[config.mk]
export PLATFORM = sky130hd
export DESIGN_NAME = matrix_mem_agent_flat
export DESIGN_NICKNAME = d
export VERILOG_FILES = /design/src/rtl/matrix_mem_agent_if.sv /design/src/rtl/matrix_mem_agent.sv /design/src/flat_wrapper.sv
export SDC_FILE = /design/constraint.sdc
export NUM_CORES = 1
export LEC_CHECK = 0
export CELL_PAD_IN_SITES_DETAIL_PLACEMENT = 1
export CELL_PAD_IN_SITES_GLOBAL_PLACEMENT = 1
export CORE_MARGIN = 10
export CORE_UTILIZATION = 22
export CTS_CLUSTER_DIAMETER = 200
export DETAILED_ROUTE_END_ITERATION = 10
export GPL_ROUTABILITY_DRIVEN = 0
export GPL_TIMING_DRIVEN = 0
export PLACE_DENSITY_LB_ADDON = 0.1
export SYNTH_ARGS = -nofsm -noshare
export SYNTH_HDL_FRONTEND = slang
export SYNTH_SLANG_ARGS = --single-unit
[constraint.sdc]
create_clock -name clk -period 1.8 [get_ports clk]
set_input_delay 0.18 -clock clk [delete_from_list [all_inputs] [get_ports clk]]
set_output_delay 0.18 -clock clk [all_outputs]
set_load 0.01 [all_outputs]
[src/rtl/matrix_mem_agent_if.sv]
// Bundle of controller requests/readies, RAM port, row register file port and
// MAC array port served by matrix_mem_agent.
interface matrix_mem_agent_if #(
    parameter int N     = 4,
    parameter int DW    = 8,
    parameter int ACC_W = 18,
    parameter int AW    = 8
);
    localparam int LW = $clog2(N);

    logic               fetch_A;
    logic               fetch_B;
    logic               store_C;
    logic               fetch_A_ready;
    logic               fetch_B_ready;
    logic               store_C_ready;
    logic               full;
    logic               mem_rd_en;
    logic [AW-1:0]      mem_rd_addr;
    logic [DW-1:0]      mem_rd_data;
    logic               mem_wr_en;
    logic [AW-1:0]      mem_wr_addr;
    logic [ACC_W-1:0]   mem_wr_data;
    logic               row_wr_en;
    logic [LW-1:0]      row_idx;
    logic [DW-1:0]      row_data;
    logic               b_valid;
    logic [LW-1:0]      b_k;
    logic [LW-1:0]      b_j;
    logic [DW-1:0]      b_data;
    logic [N*ACC_W-1:0] c_data;

    modport slave (
        input  fetch_A, fetch_B, store_C, mem_rd_data, c_data,
        output fetch_A_ready, fetch_B_ready, store_C_ready, full,
               mem_rd_en, mem_rd_addr, mem_wr_en, mem_wr_addr, mem_wr_data,
               row_wr_en, row_idx, row_data, b_valid, b_k, b_j, b_data
    );

    modport master (
        output fetch_A, fetch_B, store_C, mem_rd_data, c_data,
        input  fetch_A_ready, fetch_B_ready, store_C_ready, full,
               mem_rd_en, mem_rd_addr, mem_wr_en, mem_wr_addr, mem_wr_data,
               row_wr_en, row_idx, row_data, b_valid, b_k, b_j, b_data
    );
endinterface

[src/rtl/matrix_mem_agent.sv]
// Memory-side responder for the matmul controller: loads A rows, streams B,
// stores C rows through one shared 1-cycle-latency RAM port.
module matrix_mem_agent #(
    parameter int N      = 4,
    parameter int DW     = 8,
    parameter int ACC_W  = 18,
    parameter int AW     = 8,
    parameter int A_BASE = 0,
    parameter int B_BASE = 16,
    parameter int C_BASE = 32
) (
    input  logic              clk,
    input  logic              rst_n,
    matrix_mem_agent_if.slave bus
);
    localparam int LW = $clog2(N);
    localparam logic [LW-1:0] LAST = LW'(N - 1);

    typedef enum logic [3:0] {
        IDLE, RD_A, DRAIN_A, DONE_A, RD_B, DRAIN_B, DONE_B, WR_C, DONE_C
    } state_t;

    state_t        r_state;
    state_t        w_next;
    logic [LW-1:0] r_i;
    logic [LW-1:0] r_k;
    logic [LW-1:0] r_j;
    logic          r_a_v;
    logic [LW-1:0] r_a_k;
    logic          r_b_v;
    logic [LW-1:0] r_b_k;
    logic [LW-1:0] r_b_j;

    logic          w_last_k;
    logic          w_last_j;
    logic [AW-1:0] w_a_addr;
    logic [AW-1:0] w_b_addr;
    logic [AW-1:0] w_c_addr;

    assign w_last_k = (r_k == LAST);
    assign w_last_j = (r_j == LAST);
    // Truncation to AW bits gives the mod 2^AW address wrap.
    assign w_a_addr = AW'(A_BASE + int'(r_i) * N + int'(r_k));
    assign w_b_addr = AW'(B_BASE + int'(r_k) * N + int'(r_j));
    assign w_c_addr = AW'(C_BASE + int'(r_i) * N + int'(r_j));

    always_ff @(posedge clk or negedge rst_n) begin
        if (!rst_n) begin
            r_state <= IDLE;
        end else begin
            r_state <= w_next;
        end
    end

    always_comb begin
        w_next = r_state;
        case (r_state)
            IDLE: begin
                if (bus.store_C)      w_next = WR_C;
                else if (bus.fetch_B) w_next = RD_B;
                else if (bus.fetch_A) w_next = RD_A;
            end
            RD_A:    if (w_last_k) w_next = DRAIN_A;
            DRAIN_A: w_next = DONE_A;
            DONE_A:  if (!bus.fetch_A) w_next = IDLE;
            RD_B:    if (w_last_k && w_last_j) w_next = DRAIN_B;
            DRAIN_B: w_next = DONE_B;
            DONE_B:  if (!bus.fetch_B) w_next = IDLE;
            WR_C:    if (w_last_j) w_next = DONE_C;
            DONE_C:  if (!bus.store_C) w_next = IDLE;
            default: w_next = IDLE;
        endcase
    end

    always_ff @(posedge clk or negedge rst_n) begin
        if (!rst_n) begin
            r_i <= '0;
            r_k <= '0;
            r_j <= '0;
        end else begin
            case (r_state)
                IDLE: begin
                    r_k <= '0;
                    r_j <= '0;
                end
                RD_A: r_k <= r_k + 1'b1;
                RD_B: begin
                    r_j <= r_j + 1'b1;
                    if (w_last_j) r_k <= r_k + 1'b1;
                end
                WR_C: r_j <= r_j + 1'b1;
                // N is a power of two, so the row counter wraps on its own.
                DONE_C: if (!bus.store_C) r_i <= r_i + 1'b1;
                default: ;
            endcase
        end
    end

    // Read data arrives one cycle after the strobe; carry valid and index along.
    always_ff @(posedge clk or negedge rst_n) begin
        if (!rst_n) begin
            r_a_v <= 1'b0;
            r_a_k <= '0;
            r_b_v <= 1'b0;
            r_b_k <= '0;
            r_b_j <= '0;
        end else begin
            r_a_v <= (r_state == RD_A);
            r_a_k <= r_k;
            r_b_v <= (r_state == RD_B);
            r_b_k <= r_k;
            r_b_j <= r_j;
        end
    end

    always_comb begin
        bus.mem_rd_en     = 1'b0;
        bus.mem_rd_addr   = '0;
        bus.mem_wr_en     = 1'b0;
        bus.mem_wr_addr   = '0;
        bus.mem_wr_data   = '0;
        bus.row_wr_en     = r_a_v;
        bus.row_idx       = '0;
        bus.row_data      = '0;
        bus.b_valid       = r_b_v;
        bus.b_k           = '0;
        bus.b_j           = '0;
        bus.b_data        = '0;
        bus.fetch_A_ready = (r_state == DONE_A);
        bus.fetch_B_ready = (r_state == DONE_B);
        bus.store_C_ready = (r_state == DONE_C);
        bus.full          = (r_state == DONE_C) && (r_i == LAST);

        case (r_state)
            RD_A: begin
                bus.mem_rd_en   = 1'b1;
                bus.mem_rd_addr = w_a_addr;
            end
            RD_B: begin
                bus.mem_rd_en   = 1'b1;
                bus.mem_rd_addr = w_b_addr;
            end
            WR_C: begin
                bus.mem_wr_en   = 1'b1;
                bus.mem_wr_addr = w_c_addr;
                bus.mem_wr_data = bus.c_data[int'(r_j) * ACC_W +: ACC_W];
            end
            default: ;
        endcase

        if (r_a_v) begin
            bus.row_idx  = r_a_k;
            bus.row_data = bus.mem_rd_data;
        end
        if (r_b_v) begin
            bus.b_k    = r_b_k;
            bus.b_j    = r_b_j;
            bus.b_data = bus.mem_rd_data;
        end
    end
endmodule

[src/flat_wrapper.sv]
// flat-port wrapper written by rule: the top's interface ports become plain ports
module matrix_mem_agent_flat 
#(
    parameter int N      = 4,
    parameter int DW     = 8,
    parameter int ACC_W  = 18,
    parameter int AW     = 8,
    parameter int A_BASE = 0,
    parameter int B_BASE = 16,
    parameter int C_BASE = 32
)
  (clk, rst_n, bus_fetch_A, bus_fetch_B, bus_store_C, bus_mem_rd_data, bus_c_data, bus_fetch_A_ready, bus_fetch_B_ready, bus_store_C_ready, bus_full, bus_mem_rd_en, bus_mem_rd_addr, bus_mem_wr_en, bus_mem_wr_addr, bus_mem_wr_data, bus_row_wr_en, bus_row_idx, bus_row_data, bus_b_valid, bus_b_k, bus_b_j, bus_b_data);
  matrix_mem_agent_if #(.N(N), .DW(DW), .ACC_W(ACC_W), .AW(AW)) bus_i ();
  input  logic clk;
  input  logic rst_n;
  input wire logic [$bits(bus_i.fetch_A)-1:0] bus_fetch_A;
  input wire logic [$bits(bus_i.fetch_B)-1:0] bus_fetch_B;
  input wire logic [$bits(bus_i.store_C)-1:0] bus_store_C;
  input wire logic [$bits(bus_i.mem_rd_data)-1:0] bus_mem_rd_data;
  input wire logic [$bits(bus_i.c_data)-1:0] bus_c_data;
  output wire logic [$bits(bus_i.fetch_A_ready)-1:0] bus_fetch_A_ready;
  output wire logic [$bits(bus_i.fetch_B_ready)-1:0] bus_fetch_B_ready;
  output wire logic [$bits(bus_i.store_C_ready)-1:0] bus_store_C_ready;
  output wire logic [$bits(bus_i.full)-1:0] bus_full;
  output wire logic [$bits(bus_i.mem_rd_en)-1:0] bus_mem_rd_en;
  output wire logic [$bits(bus_i.mem_rd_addr)-1:0] bus_mem_rd_addr;
  output wire logic [$bits(bus_i.mem_wr_en)-1:0] bus_mem_wr_en;
  output wire logic [$bits(bus_i.mem_wr_addr)-1:0] bus_mem_wr_addr;
  output wire logic [$bits(bus_i.mem_wr_data)-1:0] bus_mem_wr_data;
  output wire logic [$bits(bus_i.row_wr_en)-1:0] bus_row_wr_en;
  output wire logic [$bits(bus_i.row_idx)-1:0] bus_row_idx;
  output wire logic [$bits(bus_i.row_data)-1:0] bus_row_data;
  output wire logic [$bits(bus_i.b_valid)-1:0] bus_b_valid;
  output wire logic [$bits(bus_i.b_k)-1:0] bus_b_k;
  output wire logic [$bits(bus_i.b_j)-1:0] bus_b_j;
  output wire logic [$bits(bus_i.b_data)-1:0] bus_b_data;
  assign bus_i.fetch_A = bus_fetch_A;
  assign bus_i.fetch_B = bus_fetch_B;
  assign bus_i.store_C = bus_store_C;
  assign bus_i.mem_rd_data = bus_mem_rd_data;
  assign bus_i.c_data = bus_c_data;
  assign bus_fetch_A_ready = bus_i.fetch_A_ready;
  assign bus_fetch_B_ready = bus_i.fetch_B_ready;
  assign bus_store_C_ready = bus_i.store_C_ready;
  assign bus_full = bus_i.full;
  assign bus_mem_rd_en = bus_i.mem_rd_en;
  assign bus_mem_rd_addr = bus_i.mem_rd_addr;
  assign bus_mem_wr_en = bus_i.mem_wr_en;
  assign bus_mem_wr_addr = bus_i.mem_wr_addr;
  assign bus_mem_wr_data = bus_i.mem_wr_data;
  assign bus_row_wr_en = bus_i.row_wr_en;
  assign bus_row_idx = bus_i.row_idx;
  assign bus_row_data = bus_i.row_data;
  assign bus_b_valid = bus_i.b_valid;
  assign bus_b_k = bus_i.b_k;
  assign bus_b_j = bus_i.b_j;
  assign bus_b_data = bus_i.b_data;
  matrix_mem_agent #(.N(N), .DW(DW), .ACC_W(ACC_W), .AW(AW), .A_BASE(A_BASE), .B_BASE(B_BASE), .C_BASE(C_BASE)) u_core (.clk(clk), .rst_n(rst_n), .bus(bus_i));
endmodule
==> results.sh <==
export IMPL_status="finished with violations"
export IMPL_violations="setup timing"
export IMPL_skew_ns=0.01121
export IMPL_drv_slew=0
export IMPL_power_leakage_nw=1.655
export IMPL_slew_headroom=0.4711
export IMPL_multi_input_comb_area_mm2=0.001330
export IMPL_grt_max_degree=17
export IMPL_fin_area_mm2=0.003800
export IMPL_synthArstFlopShare=1.000
export IMPL_drv_cap=0
export IMPL_avgSynthCellArea_um2=10.48
export IMPL_synth_top_family_by_area="simple AND/OR/NAND/NOR gates"
export IMPL_busiest_layer="met2"
export IMPL_seqCellArea_um2=406.6
export IMPL_grt_usage=0.1368
export IMPL_final_antenna_net_count=0
export IMPL_r2r_start="u_core.r_state[3]$_DFFE_PN0P_"
export IMPL_groute_layer_met1_usage=0.1486
export IMPL_core_mm2=0.007687
export IMPL_post_dp_hpwl_mm=6.919
export IMPL_hp_class="in -> async"
export IMPL_cts_root_buffer="clkbuf_8"
export IMPL_synth_xor_xnor_area_share=0.005065
export IMPL_ioPinCount=149
export IMPL_antennaDiodeCount=0
export IMPL_ff2ff_setup_slack_ns=0.02
export IMPL_arrival_ns=1.76
export IMPL_min_period_ns=1.938
export IMPL_use_met3=0.03481
export IMPL_synth_top_area_share=0.2344
export IMPL_vias=2006
export IMPL_ir_worst_vdd_uv=590.6
export IMPL_max_freq_mhz=516.1
export IMPL_grt_pass1_wl_mm=12.65
export IMPL_yosysWarnings=0
export IMPL_port_buffers=142
export IMPL_antenna_found_initial=0
export IMPL_whs_ns=0.3822
export IMPL_clock_sinks=16
export IMPL_use_met2=0.2659
export IMPL_syn2layout_area_growth_pct=119.8
export IMPL_final_nets=436
export IMPL_drcViolationCount=0
export IMPL_holdBufCountCts=0
export IMPL_clkLatencyLatePin_ns=0.25
export IMPL_synth_top_area_cell="mux4_2"
export IMPL_fill_cells=892
export IMPL_ys_ff_latch=16
export IMPL_initial_core_util=0.2249
export IMPL_p_total_w=0.004852
export IMPL_clkTransAtPathRegs_ns=0.07
export IMPL_max_slew_worst_pin_slew_ns=0.7909
export IMPL_r2r_cells=7
export IMPL_yosysMostFrequentCell="and2_1"
export IMPL_drive_gt1_frac=0.4150
export IMPL_synth_compound_area_frac=0.1266
export IMPL_synth_edff_count=0
export IMPL_muxShareOfSynthArea=0.2554
export IMPL_cts_tree="yes"
export IMPL_numCtsBuffers=3
export IMPL_yosysUniqueCellTypes=46
export IMPL_dieArea_mm2=0.01181
export IMPL_timing_final_ws_setup_ns=-0.1376
export IMPL_setup_viol=19
export IMPL_drtPass1Iterations=4
export IMPL_synthSimpleGateAreaFrac=0.2793
export IMPL_synth_fa_ha_area_frac=0.02171
export IMPL_dominantRegCellSynth="dfrtp_1"
export IMPL_synth_seq_area_share=0.2315
export IMPL_grt_pass1_vias=2179
export IMPL_synthTopCellsByArea="mux4_2, dfrtp_1, and2_1, buf_4, nor4b_4"
export IMPL_htree_levels=1
export IMPL_wl_per_cell_um=19.59
export IMPL_die_width_um=108.7
export IMPL_synthesis_area_mm2=0.001729
export IMPL_rows=32
export IMPL_crit_path_end="bus_mem_wr_data[13]"
export IMPL_crit_fanout=5
export IMPL_clk_path_buf_depth=2
export IMPL_cp_required_ns=1.62
export IMPL_reg2reg_to="u_core.r_state[0]$_DFFE_PN0P_"
export IMPL_cp_start_kind="flop"
export IMPL_die_h_um=108.7
export IMPL_syn_inst=165
export IMPL_crit_start="u_core.r_j[0]$_DFFE_PN0P_"
export IMPL_path_class="reg -> out"
export IMPL_totalWireLength_mm=8.795
export IMPL_hold_violations=0
export IMPL_worst_setup_path_end_kind="primary output"
export IMPL_rsz0062_at_grt="true"
export IMPL_post_route_period_util=1.076
export IMPL_globalRoute_totalOverflow=0
export IMPL_drt_iter0_drc=59
export IMPL_place_area_mm2=0.003297
export IMPL_synthTopCellsByCount="and2_1, mux4_2, dfrtp_1"
export IMPL_powerDensity_mw_per_mm2=1277
export IMPL_vias_per_cell=4.468
==> registers in the layout, summed over array words and instances, names as in the netlist <==
| register | cells |
|---|---|
| u_core.bus.row_wr_en | 1 |
| u_core.r_k | 2 |
| u_core.r_j | 2 |
| u_core.r_i | 2 |
| u_core.bus.b_valid | 1 |
| u_core.r_b_j | 2 |
| u_core.r_a_k | 2 |
| u_core.r_state | 4 |
==> layout make-up <==
| cell class | count | area share |
|---|---|---|
| Buffer | 19 | 0.05235 |
| Clock buffer | 4 | 0.01449 |
| Inverter | 3 | 0.002963 |
| Multi-Input combinational cell | 131 | 0.3500 |
| Sequential cell | 16 | 0.1070 |
| Tap cell | 102 | 0.03359 |
| Timing Repair Buffer | 174 | 0.4396 |
==> metal layers <==
layer | wire (um) | up-vias
li1 | - | 964
met3 | 565 | 4
met5 | 0 | -
met1 | 3276 | 960
met2 | 4892 | 78
met4 | 61 | 0
==> per-stage QoR <==
step	std cells	setup TNS (ns)	util	worst slack, ns
final	449	-1.133	0.4943	-0.1376
after global routing	449	-2.556	0.4943	-0.2026
after CTS	443	-1.443	0.4714	-0.1970
after detailed placement	414	-13.69	0.4289	-0.5956
after global placement	414	-14.05	0.4289	-0.6192
after floorplan	170	0	-	0.1718
==> logic make-up after synthesis <==
group	Yosys count
other cells	1
fa+ha+maj	3
compound gates	28
buf+inv	23
mux	21
xor+xnor	1
simple gates	72
flops	16
==> worst max-delay path: stages (launching register included) <==
cell and delay [ns]:
dfrtp_1 0.38, buf_6 0.15, buf_8 0.13, buf_4 0.11, mux4_2 0.47, and2_4 0.15
buf_6 0.12
==> placed cells by master, fill, tap and decap left out, drive strengths merged, types with 3 or more instances in the layout <==
cell type and instances:
clkdlybuf4s50 108, a21oi 3, nor2b 3, nand2 4, nor4b 3, conb 6
and3b 3, ha 3, and2 45, dlygate4sd2 7, mux4 18, dfrtp 16
nor3b 3, clkbuf 9, a22o 5, o21ai 5, inv 3, buf 73
nor2 5
==> how the worst min path moves through the flow <==
stage                               from                             to  slack (ns)  cells after the start
5_1_grt                            rst_n  u_core.r_state[1]$_DFFE_PN0P_        0.45                      1
2_1_floorplan                      rst_n   u_core.bus.b_valid$_DFF_PN0_       -0.12                      0
4_1_cts                            rst_n  u_core.r_state[1]$_DFFE_PN0P_        0.41                      1
3_3_place_gp   u_core.r_j[0]$_DFFE_PN0P_      u_core.r_b_j[0]$_DFF_PN0_        0.40                      0
6_report                           rst_n  u_core.r_state[1]$_DFFE_PN0P_        0.38                      1
3_5_place_dp   u_core.r_j[0]$_DFFE_PN0P_      u_core.r_b_j[0]$_DFF_PN0_        0.40                      0
==> where the power goes <==
group          switching (W)  internal [W]  leakage (nW)
clock network       0.000131      0.000194        0.0288
registers           0.000197      0.000521         0.200
logic                0.00156       0.00225          1.43
==> repair_timing <==
| action | 4_1_cts | 5_1_grt |
|---|---|---|
| setup buffers | 25 | 6 |
| resized for setup | 169 | 36 |
| pin swaps | 9 | 25 |
| gates cloned | 1 | 1 |
| endpoints found under the setup margin | 47 | 32 |
No activity file was read; power rests on OpenSTA's default activity.
